File: src/rtl/uart_pkg.sv
// Shared UART definitions: FSM state encoding, oversampling rate and frame defaults
// used by both the receiver and the future transmitter.
package uart_pkg;

  typedef enum logic [1:0] {
    IDLE  = 2'd0,
    START = 2'd1,
    DATA  = 2'd2,
    STOP  = 2'd3
  } state_t;

  localparam int OVERSAMPLE      = 16;
  localparam int DBIT_DEFAULT    = 8;
  localparam int SB_TICK_DEFAULT = 16;

endpackage

File: src/rtl/sync_2ff.sv
// Two-flop synchronizer for a single asynchronous bit, with a selectable reset level.
module sync_2ff #(
  parameter logic RST_VAL = 1'b1
) (
  input  logic clk,
  input  logic reset,
  input  logic d_i,
  output logic q_o
);

  logic meta_q;
  logic sync_q;

  always_ff @(posedge clk) begin
    if (reset) begin
      meta_q <= RST_VAL;
      sync_q <= RST_VAL;
    end else begin
      meta_q <= d_i;
      sync_q <= meta_q;
    end
  end

  assign q_o = sync_q;

endmodule

File: src/rtl/uart_rx.sv
// 16x oversampling UART receiver: start-bit qualification at mid-bit, LSB-first data
// shift, configurable stop length, one-cycle done pulse and sticky frame error.
module uart_rx
  import uart_pkg::*;
#(
  parameter int DBIT    = DBIT_DEFAULT,
  parameter int SB_TICK = SB_TICK_DEFAULT
) (
  input  logic            clk,
  input  logic            reset,
  input  logic            rx,
  input  logic            s_tick,
  output logic            rx_done_tick,
  output logic [DBIT-1:0] dout,
  output logic            frame_err
);

  localparam int S_W = $clog2((SB_TICK > OVERSAMPLE) ? SB_TICK : OVERSAMPLE);
  localparam int N_W = ($clog2(DBIT) > 0) ? $clog2(DBIT) : 1;

  localparam logic [S_W-1:0] S_MID  = S_W'(OVERSAMPLE / 2 - 1);
  localparam logic [S_W-1:0] S_BIT  = S_W'(OVERSAMPLE - 1);
  localparam logic [S_W-1:0] S_STOP = S_W'(SB_TICK - 1);
  localparam logic [N_W-1:0] N_LAST = N_W'(DBIT - 1);

  logic rx_s;

  state_t          state_q, state_d;
  logic [S_W-1:0]  s_q, s_d;
  logic [N_W-1:0]  n_q, n_d;
  logic [DBIT-1:0] b_q, b_d;
  logic            done_q, done_d;
  logic            ferr_q, ferr_d;

  sync_2ff #(.RST_VAL(1'b1)) u_sync (
    .clk   (clk),
    .reset (reset),
    .d_i   (rx),
    .q_o   (rx_s)
  );

  always_ff @(posedge clk) begin
    if (reset) begin
      state_q <= IDLE;
      s_q     <= '0;
      n_q     <= '0;
      b_q     <= '0;
      done_q  <= 1'b0;
      ferr_q  <= 1'b0;
    end else begin
      state_q <= state_d;
      s_q     <= s_d;
      n_q     <= n_d;
      b_q     <= b_d;
      done_q  <= done_d;
      ferr_q  <= ferr_d;
    end
  end

  always_comb begin
    state_d = state_q;
    s_d     = s_q;
    n_d     = n_q;
    b_d     = b_q;
    done_d  = 1'b0;
    ferr_d  = ferr_q;
    unique case (state_q)
      // Falling edge is acted on immediately; the tick only paces later states.
      IDLE: begin
        if (!rx_s) begin
          state_d = START;
          s_d     = '0;
        end
      end
      START: begin
        if (s_tick) begin
          if (s_q == S_MID) begin
            s_d     = '0;
            n_d     = '0;
            state_d = rx_s ? IDLE : DATA;
          end else begin
            s_d = s_q + 1'b1;
          end
        end
      end
      DATA: begin
        if (s_tick) begin
          if (s_q == S_BIT) begin
            s_d = '0;
            b_d = {rx_s, b_q[DBIT-1:1]};
            if (n_q == N_LAST) state_d = STOP;
            else               n_d     = n_q + 1'b1;
          end else begin
            s_d = s_q + 1'b1;
          end
        end
      end
      STOP: begin
        if (s_tick) begin
          if (s_q == S_STOP) begin
            state_d = IDLE;
            s_d     = '0;
            done_d  = 1'b1;
            ferr_d  = !rx_s;
          end else begin
            s_d = s_q + 1'b1;
          end
        end
      end
      default: state_d = IDLE;
    endcase
  end

  assign rx_done_tick = done_q;
  assign dout         = b_q;
  assign frame_err    = ferr_q;

endmodule

File: config.mk
export PLATFORM = sky130hd
export DESIGN_NAME = uart_rx
export DESIGN_NICKNAME = d
export VERILOG_FILES = /design/src/rtl/uart_pkg.sv /design/src/rtl/sync_2ff.sv /design/src/rtl/uart_rx.sv
export SDC_FILE = /design/constraint.sdc
export NUM_CORES = 1
export LEC_CHECK = 0
export CELL_PAD_IN_SITES_DETAIL_PLACEMENT = 0
export CELL_PAD_IN_SITES_GLOBAL_PLACEMENT = 1
export CORE_MARGIN = 2
export CORE_UTILIZATION = 39
export DETAILED_ROUTE_END_ITERATION = 8
export GPL_TIMING_DRIVEN = 0
export PLACE_DENSITY_LB_ADDON = 0.1
export SLEW_MARGIN = 25
export SYNTH_ARGS = -nofsm -noshare
export SYNTH_HDL_FRONTEND = slang
export SYNTH_SLANG_ARGS = --single-unit
File: constraint.sdc
create_clock -name clk -period 1.8 [get_ports clk]
set_input_delay 0.18 -clock clk [delete_from_list [all_inputs] [get_ports clk]]
set_output_delay 0.18 -clock clk [all_outputs]
set_load 0.02 [all_outputs]
Word-level counts from Yosys, hierarchy flattened --
Cells that the tools add are included.
Word-level totals: memory bits (writable) 0, bits in read-only memories 0, memories 0, latch bits 0, output and inout bits 10, register bits after elaboration 21
Cells by class: equality and inequality tests 16, reductions and logical operators 10, add/subtract/negate cells 2, muxes and demuxes 23, shift-type cells 0, bitwise gates (word level) 2, order comparisons 0, multiply operators 0, div/mod/pow operators 0
Operator list (number):
- $mux 4 | 5
- $mux 2 | 9
- $ne 2x2->1 const B | 9
- $mux 3 | 5
- $pmux 4 s3 | 1
- $reduce_and 3->1 | 3
- $pmux 2 s4 | 1
- $reduce_and 8->1 | 1
- $pmux 3 s2 | 1
- $reduce_and 6->1 | 1
- $add 4x1->4 const B | 1
- $eq 2x2->1 const B | 2
- $eq 4x3->1 const B | 1
- $eq 4x4->1 const B | 1
- $add 3x1->3 const B | 1
- $eq 3x3->1 const B | 1
- $reduce_or 3->1 | 1
- $eq 2x1->1 const B | 1
- $logic_not 2->1 | 1
- $ne 2x1->1 const B | 1
- $not 1->1 | 2
- $reduce_bool 2->1 | 1
- $reduce_or 2->1 | 1
- $logic_not 1->1 | 1
- $mux 1 | 1

Logic depth before layout (Yosys ltp) --
Gate-level depths: netlist of run 1.
depth after elaboration 5, gate-level depth with buffers 6, mapped depth without buffers 6

By module --
From an unflattened synthesis of run 1, not the netlist that was laid out.
Unflattened totals: cells, all modules 97, area total of the unflattened synthesis 943.4 um2
By module, submodules not included:
- uart_rx | instances 1, sequential area each 380.4 um2, cells each 93, area each 890.9 um2
- sync_2ff | instances 1, sequential area each 40.0 um2, cells each 4, area each 52.6 um2

Least setup slack after synthesis of run 1 --
Ideal clock, no wire load.
path kind reg-to-reg, from register n_q[0], to register n_q[1], arrival time 1466 ps, data required time 1730 ps, cell stages (with the launch flop) 6, setup slack 264 ps, path through dfxtp_1 -> ha_1 -> ha_1 -> a2bb2oi_2 -> or4b_1 -> a21oi_1
Between the ends: word-level cells in the longest chain between the ends 5, elaborated cells between the ends (all ways) 8, those cells by class add/sub (1); eq/ne (2); mux (4); reduce/logical (1)
Ends and longest elaborated chain:
- start, declared | line uart_rx.sv:30 | logic [N_W-1:0] n_q, n_d;
- start signal, assigned | line uart_rx.sv:53 | n_q <= n_d;
- $add 3x1->3 | line uart_rx.sv:92 | else n_d = n_q + 1'b1;
- $mux 3 | line uart_rx.sv:91 | if (n_q == N_LAST) state_d = STOP;
- $mux 3 | line uart_rx.sv:88 | if (s_q == S_BIT) begin
- $mux 3 | line uart_rx.sv:87 | if (s_tick) begin
- $pmux 3 s2 | line uart_rx.sv:67 | unique case (state_q)
Parallel ways exist; a longest one is shown, timed or not. The select of a mux whose other input is x is not followed. A chain may end at the register's enable or synchronous reset.

Final worst setup path of run 1 --
Ends and elaborated chain as after synthesis.

==> results of run 1 <==
## area by class of cell
class	count	area (sq um)	area share (%)
inverter	1	3.75	0.329
tap	28	35.0	3.07
buffer	6	35.0	3.07
clock inverter	1	5.00	0.439
clock buffer	3	22.5	1.98
sequential	21	420	36.9
multi-input combinational	75	498	43.7
timing repair buffer	12	120	10.5
## flip-flops by register name, summed over array words and instances, names as in the netlist, named ones only
register,flops
dout,8
s_q,4
n_q,3
frame_err,1
rx_done_tick,1
state_q,1
u_sync.meta_q,1
u_sync.q_o,1
## through the flow
stage                     cell area (sq um)  power, uW  instances
after floorplan                         957        523        103
after global routing                   1140        793        147
after CTS                              1140        759        147
final                                  1140        748        147
after global placement                 1110        537        143
after detailed placement               1110        538        143
## worst register-to-register path: stages (launching register included)
cell and delay (ns):
dfxtp_1 0.34, ha_1 0.20, ha_1 0.21, a2bb2oi_2 0.19, or4b_1 0.52, a21oi_1 0.16
## final timing paths
path                                         endpoint  slack, ns  cells past startpoint
worst max-delay path              n_q[1]$_SDFFE_PP0P_       0.11                      5
worst min-delay path              s_q[1]$_SDFFE_PP0P_       0.38                      3
worst max register to register    n_q[1]$_SDFFE_PP0P_       0.11                      5
worst min register to register  u_sync.q_o$_SDFF_PP1_       0.42                      1
## report_power, final
group,switching [uW],total (uW),internal [uW]
combinational,29.5,53.5,24.0
clock,138,221,82.7
sequential,3.47,474,470
## logic make-up (layout without fill, tap and decap cells)
family                     Yosys count  in the layout  synth area share, %
and+or+nand+nor                     40             40                 21.8
DFF                                 21             21                 43.9
buffers and inverters                7             23                 4.05
AOI/OAI and AO/OA                   19             19                 12.8
muxes                               11             11                 11.6
adders and majority gates            3              3                 3.92
xor gates and xnor gates             2              2                 1.83
## synthesized netlist by cell type, types with 2 or more instances
library cell / count
nand3_1: 2
ha_1: 3
a21oi_1: 7
dfxtp_1: 21
xnor2_1: 2
nor3_1: 3
nand2_1: 5
nand4_1: 2
clkbuf_1: 3
o21ai_0: 4
or2_2: 3
mux2i_1: 10
nor2_1: 17
or4b_1: 2
a211oi_1: 2
## routing by layer
metal	up-vias	share of wire, %
met5	-	0
met4	0	0.98
met3	2	4.1
met2	12	44
met1	336	51
li1	400	-
==> impl_metrics.tcl, run 1 <==
set metrics [dict create \
    status "complete, no violations" \
    fp.dieW_um 53.5 \
    clkTransAtPathRegs_ns 0.12 \
    antenna_found_initial 0 \
    crit_chain "ha_1, ha_1, a2bb2oi_2, or4b_1, a21oi_1" \
    critical_path.top_delay_family "simple AND/OR/NAND/NOR gates" \
    yosys-top-cells-area "dfxtp_1, mux2i_1, nor2_1, ha_1, a21oi_1" \
    pre_cts_slack_ns 0.141 \
    layout_commonest_cell "dfxtp_1" \
    slowest_delay_ns 0.52 \
    ys_ff_latch 21 \
    cts_tree "built" \
    rsz0062_at_grt "no" \
    use_met3_pct 5.00 \
    grt-busiest-layer "met2" \
    port_buffers 12 \
    area_delta_synth_final_pct 19.1 \
    cts_root_buffer "clkbuf_4" \
    critPathMaxFanout 6 \
    synth_top_area_cell "dfxtp_1" \
    h-tree-depth 1 \
    cts_sinks 21 \
    grt_max_degree 13 \
    hpwl_um 1270 \
    yosysUniqueCellTypes 32 \
    setup_slack_ns 0.111 \
    setup_viol 0 \
    avgViaCountPerCell 5.10 \
    cellLeakagePower_uw 0.000407 \
    fin_skew_ns 0.00558 \
    grt-ovfl-total 0 \
    diodes 0 \
    start_util_pct 42.1 \
    cp.required_ns 2.03 \
    numCtsBuffers 3 \
    drc_errors 0 \
    cts_hold_buf 0 \
    final-max-slew-violation-count 0 \
    vias 750 \
    clock_latency_ns 0.30 \
    arrival_ns 1.92 \
    drt_first_pass_iters 4 \
    drt_iter0_drc 12 \
    drive_gt1_share_pct 11.8 \
    syn-num-nets 110 \
    crit_buf_inv 0 \
    avgSynthCellArea_sq_um 9.29 \
    synth_area_sq_um 957 \
    dieArea_sq_um 2870 \
    crit_path_start "n_q[0]$_SDFFE_PP0P_" \
    post_drt_wl_per_cell_um 11.8 \
    ant_nets 0 \
    clock_path_buffers 2 \
    core-area_sq_um 2280 \
    utilization_pct 50.1 \
    hp-start "s_tick" \
    yosys_most_used_dff "dfxtp_1" \
    ys_warn_count 0 \
    routed_wl_um 1740 \
    tightest_slew_ns 0.463 \
    crit_path_start_kind "flop" \
    yosysTopAreaCellShare_pct 43.9 \
    hold_class "in2reg" \
    irDropWorstVdd_v 0.000371 \
    fillers 220 \
    async_flop_share_pct 0 \
    rows 17 \
    grtUsageTotal_pct 15.0 \
    grt_pass1_wl_um 3090 \
    crit_type "reg2reg" \
    first_global_vias 693 \
    die_h_um 53.5 \
    hold_viol 0 \
    r2r-start "n_q[0]$_SDFFE_PP0P_" \
    cts_setup_buffers 0 \
    synth-edff-count 0 \
    end_kind "flop" \
    power.density_nw_per_um2 656 \
    ys_seq_area_share_pct 43.9 \
    final_cell_mix "dfxtp_1, nor2_1, clkdlybuf4s50_1" \
    slew_headroom_pct 69.1 \
    period_share_pct 93.8 \
    cts_resized 0 \
    fin_crit_ns 1.69 \
    timing.max_cap.violations 0 \
    io-pin-count 14 \
    nNetsFinal 127 \
    critPathSlowestCell "or4b_1" \
    gp_congestion 0.770 \
    use_met1_pct 20.3 \
    tns_ns 0 \
    holdWs_ns 0.379 \
    maxClockFrequency_mhz 592 \
    crit_path_frequent_cell "ha_1" \
    syn-instance-count 103 \
    met2_usage_pct 22.4 \
]
Power figures use the tool's default switching activity.
==> run 2, diff against run 1 <==
- ABC_AREA: unset -> 1
- CORE_UTILIZATION: 39 -> 38
==> impl_metrics.tcl, run 2 <==
set metrics [dict create \
    largest_register_ffs 8 \
    cts_resized 0 \
    cp.required_ns 1.62 \
    ant_nets 0 \
    synth_xor_area_share_pct 0.879 \
    drt_iter0_drc 7 \
    period_share_pct 80.5 \
    cts_tree "built" \
    fin_crit_ns 1.45 \
    placedCellCount 168 \
    async_flop_share_pct 0 \
    core-area_sq_um 2480 \
    dpl_cell_area_sq_um 1150 \
    clock_path_buffers 2 \
    irDropWorstVdd_v 0.000381 \
    cts_sinks 21 \
    synth_commonest_cells "nor2_1, dfxtp_1, nand2_1, a21oi_1, nand3_1" \
    vias 806 \
    post_drt_wl_per_cell_um 10.9 \
    cellLeakagePower_uw 0.000464 \
    cts_root_buffer "clkbuf_4" \
    first_global_vias 662 \
    fin_skew_ns 0.00773 \
    pre_cts_slack_ns 0.318 \
    grt-ovfl-total 0 \
    synthSimpleGateAreaFrac_pct 33.9 \
    status "complete, no violations" \
    grt_pass1_wl_um 2970 \
    drc_errors 0 \
    clock_latency_ns 0.30 \
    critical_path.top_delay_family "buffers and inverters" \
    nNetsFinal 150 \
    io-pin-count 14 \
    slowest_delay_ns 0.61 \
    critPathMaxFanout 3 \
    synth-compound-area-share_pct 10.9 \
    crit_chain "clkdlybuf4s50_1" \
    die_h_um 55.2 \
    final-max-slew-violation-count 0 \
    yosysUniqueCellTypes 26 \
    syn-instance-count 126 \
    syn-num-nets 133 \
    gp_congestion 0.782 \
    synth_area_sq_um 996 \
    ys_seq_area_share_pct 42.2 \
    start_util_pct 40.2 \
    synth-edff-count 0 \
    synthMuxAreaShare_pct 0 \
    rows 18 \
    area_delta_synth_final_pct 18.6 \
    setup_viol 0 \
    final_cell_mix "nor2_1, dfxtp_1, nand2_1" \
    crit_buf_inv 1 \
    fp.dieW_um 55.2 \
    grtUsageTotal_pct 13.8 \
    yosys_most_used_dff "dfxtp_1" \
    cts_setup_buffers 0 \
    h-tree-depth 1 \
    crit_path_start_kind "flop" \
    critPathSlowestCell "clkdlybuf4s50_1" \
    setup_slack_ns 0.350 \
    synth_top_area_cell "dfxtp_1" \
    hpwl_um 1460 \
    ys_ff_latch 21 \
    antenna_found_initial 0 \
    crit_type "reg2out" \
    hold_viol 0 \
    timing.max_cap.violations 0 \
    final_area_sq_um 1180 \
    final_cells 172 \
    dieArea_sq_um 3050 \
    maxClockFrequency_mhz 690 \
    drive_gt1_share_pct 18.3 \
    ys_warn_count 0 \
    diodes 0 \
    synth_top_family_by_area "simple AND/OR/NAND/NOR gates" \
    drt_first_pass_iters 4 \
    grt_max_degree 13 \
    p_total_uw 872 \
    yosys-top-cells-area "dfxtp_1, nor2_1, nand2_1, a21oi_1, nand3_1" \
    avgViaCountPerCell 4.69 \
    synthAdderAreaFrac_pct 3.77 \
    slew_headroom_pct 72.3 \
    end_kind "output port" \
    arrival_ns 1.27 \
    power.density_nw_per_um2 738 \
    layout_commonest_cell "nor2_1" \
    cts_hold_buf 0 \
    clkTransAtPathRegs_ns 0.13 \
    hold_class "in2reg" \
    avgSynthCellArea_sq_um 7.90 \
    numCtsBuffers 3 \
    yosysTopAreaCellShare_pct 42.2 \
    rsz0062_at_grt "no" \
    fillers 258 \
    synth.most_common_cell "nor2_1" \
    tns_ns 0 \
    tightest_slew_ns 0.416 \
    routed_wl_um 1870 \
    port_buffers 12 \
]
run 2: changes by cell type in the layout (fill, tap and decap cells not counted), moves of 3 or more:
cell	before	now
a21oi_1	7	10
nand2_2	0	4
inv_1	1	7
o21ai_1	0	6
nor2_1	17	22
nand2_1	5	17
mux2i_1	10	0
nand3_1	2	8
run 2: stage by stage:
step           utilization, %  hold slack, ns
2_1_floorplan               -           0.284
3_3_place_gp             46.6           0.398
3_5_place_dp             46.6           0.399
4_1_cts                  47.7           0.169
5_1_grt                  47.7           0.175
6_report                 47.7           0.176
run 2: worst paths after layout:
kind,from,endpoint,slack [ns],cells past startpoint
setup / recovery,dout[7]$_SDFFE_PP0P_,dout[7],0.35,1
hold reg to reg,u_sync.meta_q$_SDFF_PP1_,u_sync.q_o$_SDFF_PP1_,0.43,1
setup reg to reg,s_q[0]$_SDFFE_PP0P_,flop,0.41,8
hold / removal,reset,flop,0.18,2
run 2: final cells by class:
type	count	area, sq um	share of cell area (%)
Buffer	4	31.3	2.65
Clock buffer	3	22.5	1.91
Clock inverter	1	5.00	0.424
Inverter	11	51.3	4.34
Multi-Input combinational cell	90	493	41.7
Sequential cell	21	420	35.6
Tap cell	30	37.5	3.18
Timing Repair Buffer	12	120	10.2
run 2: cells by family after synthesis:
logic type,count (synthesis)
adder cells (fa/ha/maj),3
buffers and inverters,15
flip-flops,21
XOR/XNOR,1
AND/OR/NAND/NOR,65
AO/OA/AOI/OAI,21
run 2: power by group:
group / internal [uW] / switching, uW
clock network: 82.7 / 147
logic: 58.8 / 106
registers: 473 / 3.80
run 2: routing by layer:
metal	part of all wire (%)	GRT usage, %	up-vias
met2	44	20.4	12
met3	3.8	3.23	2
met4	0.80	4.88	0
li1	-	-	440
met1	51	19.5	352
met5	0	0	-
==> run 3, diff against run 2 <==
- clock period: 1.8 -> 1.4 ns (I/O delays scaled with it)
==> impl_metrics.tcl, run 3 (synthesized netlist as in run 2, its figures left out) <==
set metrics [dict create \
    grt-ovfl-total 0 \
    drt_first_pass_iters 4 \
    crit_chain "ha_1, ha_1, inv_1, nand3_2, nand3_2, nor2_4, nand2_1, nand2_1, a21oi_1" \
    timing.max_cap.violations 0 \
    port_buffers 12 \
    grt_pass1_wl_um 2970 \
    power.density_nw_per_um2 928 \
    end_kind "flop" \
    cts_setup_buffers 0 \
    drive_gt1_share_pct 25.2 \
    hpwl_um 1460 \
    tightest_slew_ns 0.424 \
    final_cells 173 \
    critPathMaxFanout 3 \
    crit_type "reg2reg" \
    critical_path.top_delay_family "simple AND/OR/NAND/NOR gates" \
    status "complete, no violations" \
    first_global_vias 658 \
    dieArea_sq_um 3050 \
    diodes 0 \
    antenna_found_initial 0 \
    grtUsageTotal_pct 13.8 \
    layout_commonest_cell "nor2_1" \
    crit_buf_inv 1 \
    routed_wl_um 1990 \
    slowest_delay_ns 0.35 \
    placedCellCount 168 \
    pre_cts_slack_ns -0.0417 \
    slew_headroom_pct 71.7 \
    period_share_pct 94.3 \
    post_drt_wl_per_cell_um 11.5 \
    core-area_sq_um 2480 \
    fillers 255 \
    gp_congestion 0.782 \
    io-pin-count 14 \
    ant_nets 0 \
    vias 802 \
    rows 18 \
    maxClockFrequency_mhz 757 \
    setup_viol 0 \
    grt_max_degree 13 \
    final_cell_mix "nor2_1, dfxtp_1, nand2_1" \
    cts_root_buffer "clkbuf_4" \
    clock_path_buffers 2 \
    clkTransAtPathRegs_ns 0.12 \
    numCtsBuffers 3 \
    hold_class "in2reg" \
    cellLeakagePower_uw 0.000545 \
    rsz0062_at_grt "yes" \
    irDropWorstVdd_v 0.000488 \
    final-max-slew-violation-count 0 \
    area_delta_synth_final_pct 21.7 \
    r2r_setup_slack_ns 0.08 \
    hold_viol 0 \
    arrival_ns 1.57 \
    utilization_pct 48.9 \
    clock_latency_ns 0.30 \
    drc_errors 0 \
    cp.required_ns 1.65 \
    setup_slack_ns 0.0795 \
    cts_sinks 21 \
    fp.dieW_um 55.2 \
    start_util_pct 40.2 \
    die_h_um 55.2 \
    drt_iter0_drc 13 \
    cts_tree "built" \
    tns_ns 0 \
    nNetsFinal 151 \
    h-tree-depth 1 \
    fin_crit_ns 1.32 \
    largest_register_ffs 8 \
    avgViaCountPerCell 4.64 \
    fin_skew_ns 0.00843 \
    critPathSlowestCell "dfxtp_2" \
    crit_path_start_kind "flop" \
]
[run 3: changes by cell type in the layout (fill, tap and decap cells not counted), sizes merged]
| cell | change |
|---|---|
| clkdlybuf4s50 | -10 |
| dlygate4sd2 | +8 |
| dlymetal6s2s | +2 |
| clkinv | +1 |
[run 3: timing repair]
| action | 4_1_cts | 5_1_grt |
|---|---|---|
| gates resized for setup | 8 | 13 |
| hold buffers | 0 | 0 |
| pin swaps | 0 | 2 |
| endpoints found under the setup margin | 8 | 15 |
| gates cloned | 0 | 1 |
[run 3: power breakdown]
group	internal [uW]	switching, uW	total [uW]
Combinational	75.8	142	218
Sequential	609	5.17	614
Clock	106	187	294
[run 3: worst reg2reg max path, cell delays in order (launching register included)]
cell and delay (ns):
dfxtp_2 0.35, ha_1 0.19, ha_1 0.18, inv_1 0.06, nand3_2 0.11, nand3_2 0.12
nor2_4 0.04, nand2_1 0.06, nand2_1 0.05, a21oi_1 0.10
[run 3: final timing paths]
check,endpoint,cells after the start,startpoint
hold reg to reg,u_sync.q_o$_SDFF_PP1_,1,u_sync.meta_q$_SDFF_PP1_
hold / removal,s_q[1]$_SDFFE_PP0P_,2,reset
setup reg to reg,flop,9,n_q[0]$_SDFFE_PP0P_
setup / recovery,flop,9,n_q[0]$_SDFFE_PP0P_
[run 3: per-stage QoR]
stage               area (sq um)  power (uW)  hold WS [ns]
CTS                         1170        1140         0.129
floorplan                    996         802         0.244
detailed placement          1150         840         0.399
global placement            1150         837         0.398
finish                      1210        1120         0.128
global route                1210        1190         0.128
[run 3: layout make-up]
class	instances	area, sq um	share of cell area (%)
clock buffers	3	22.5	1.86
multi-input cells	90	520	42.9
clock inverters	1	5.00	0.413
inverters	11	51.3	4.23
repair buffers	12	115	9.49
repair inverters	1	5.00	0.413
well taps	30	37.5	3.10
flip-flops and latches	21	424	35.0
plain buffers	4	31.3	2.58
[run 3: metal layers]
layer	track usage [%]	share of wire, %	vias up	routed length [um]
met5	0	0	-	0
met4	4.88	0.75	0	15
li1	-	-	446	-
met2	20.4	46	6	905
met1	19.5	51	348	1020
met3	3.23	2.4	2	48
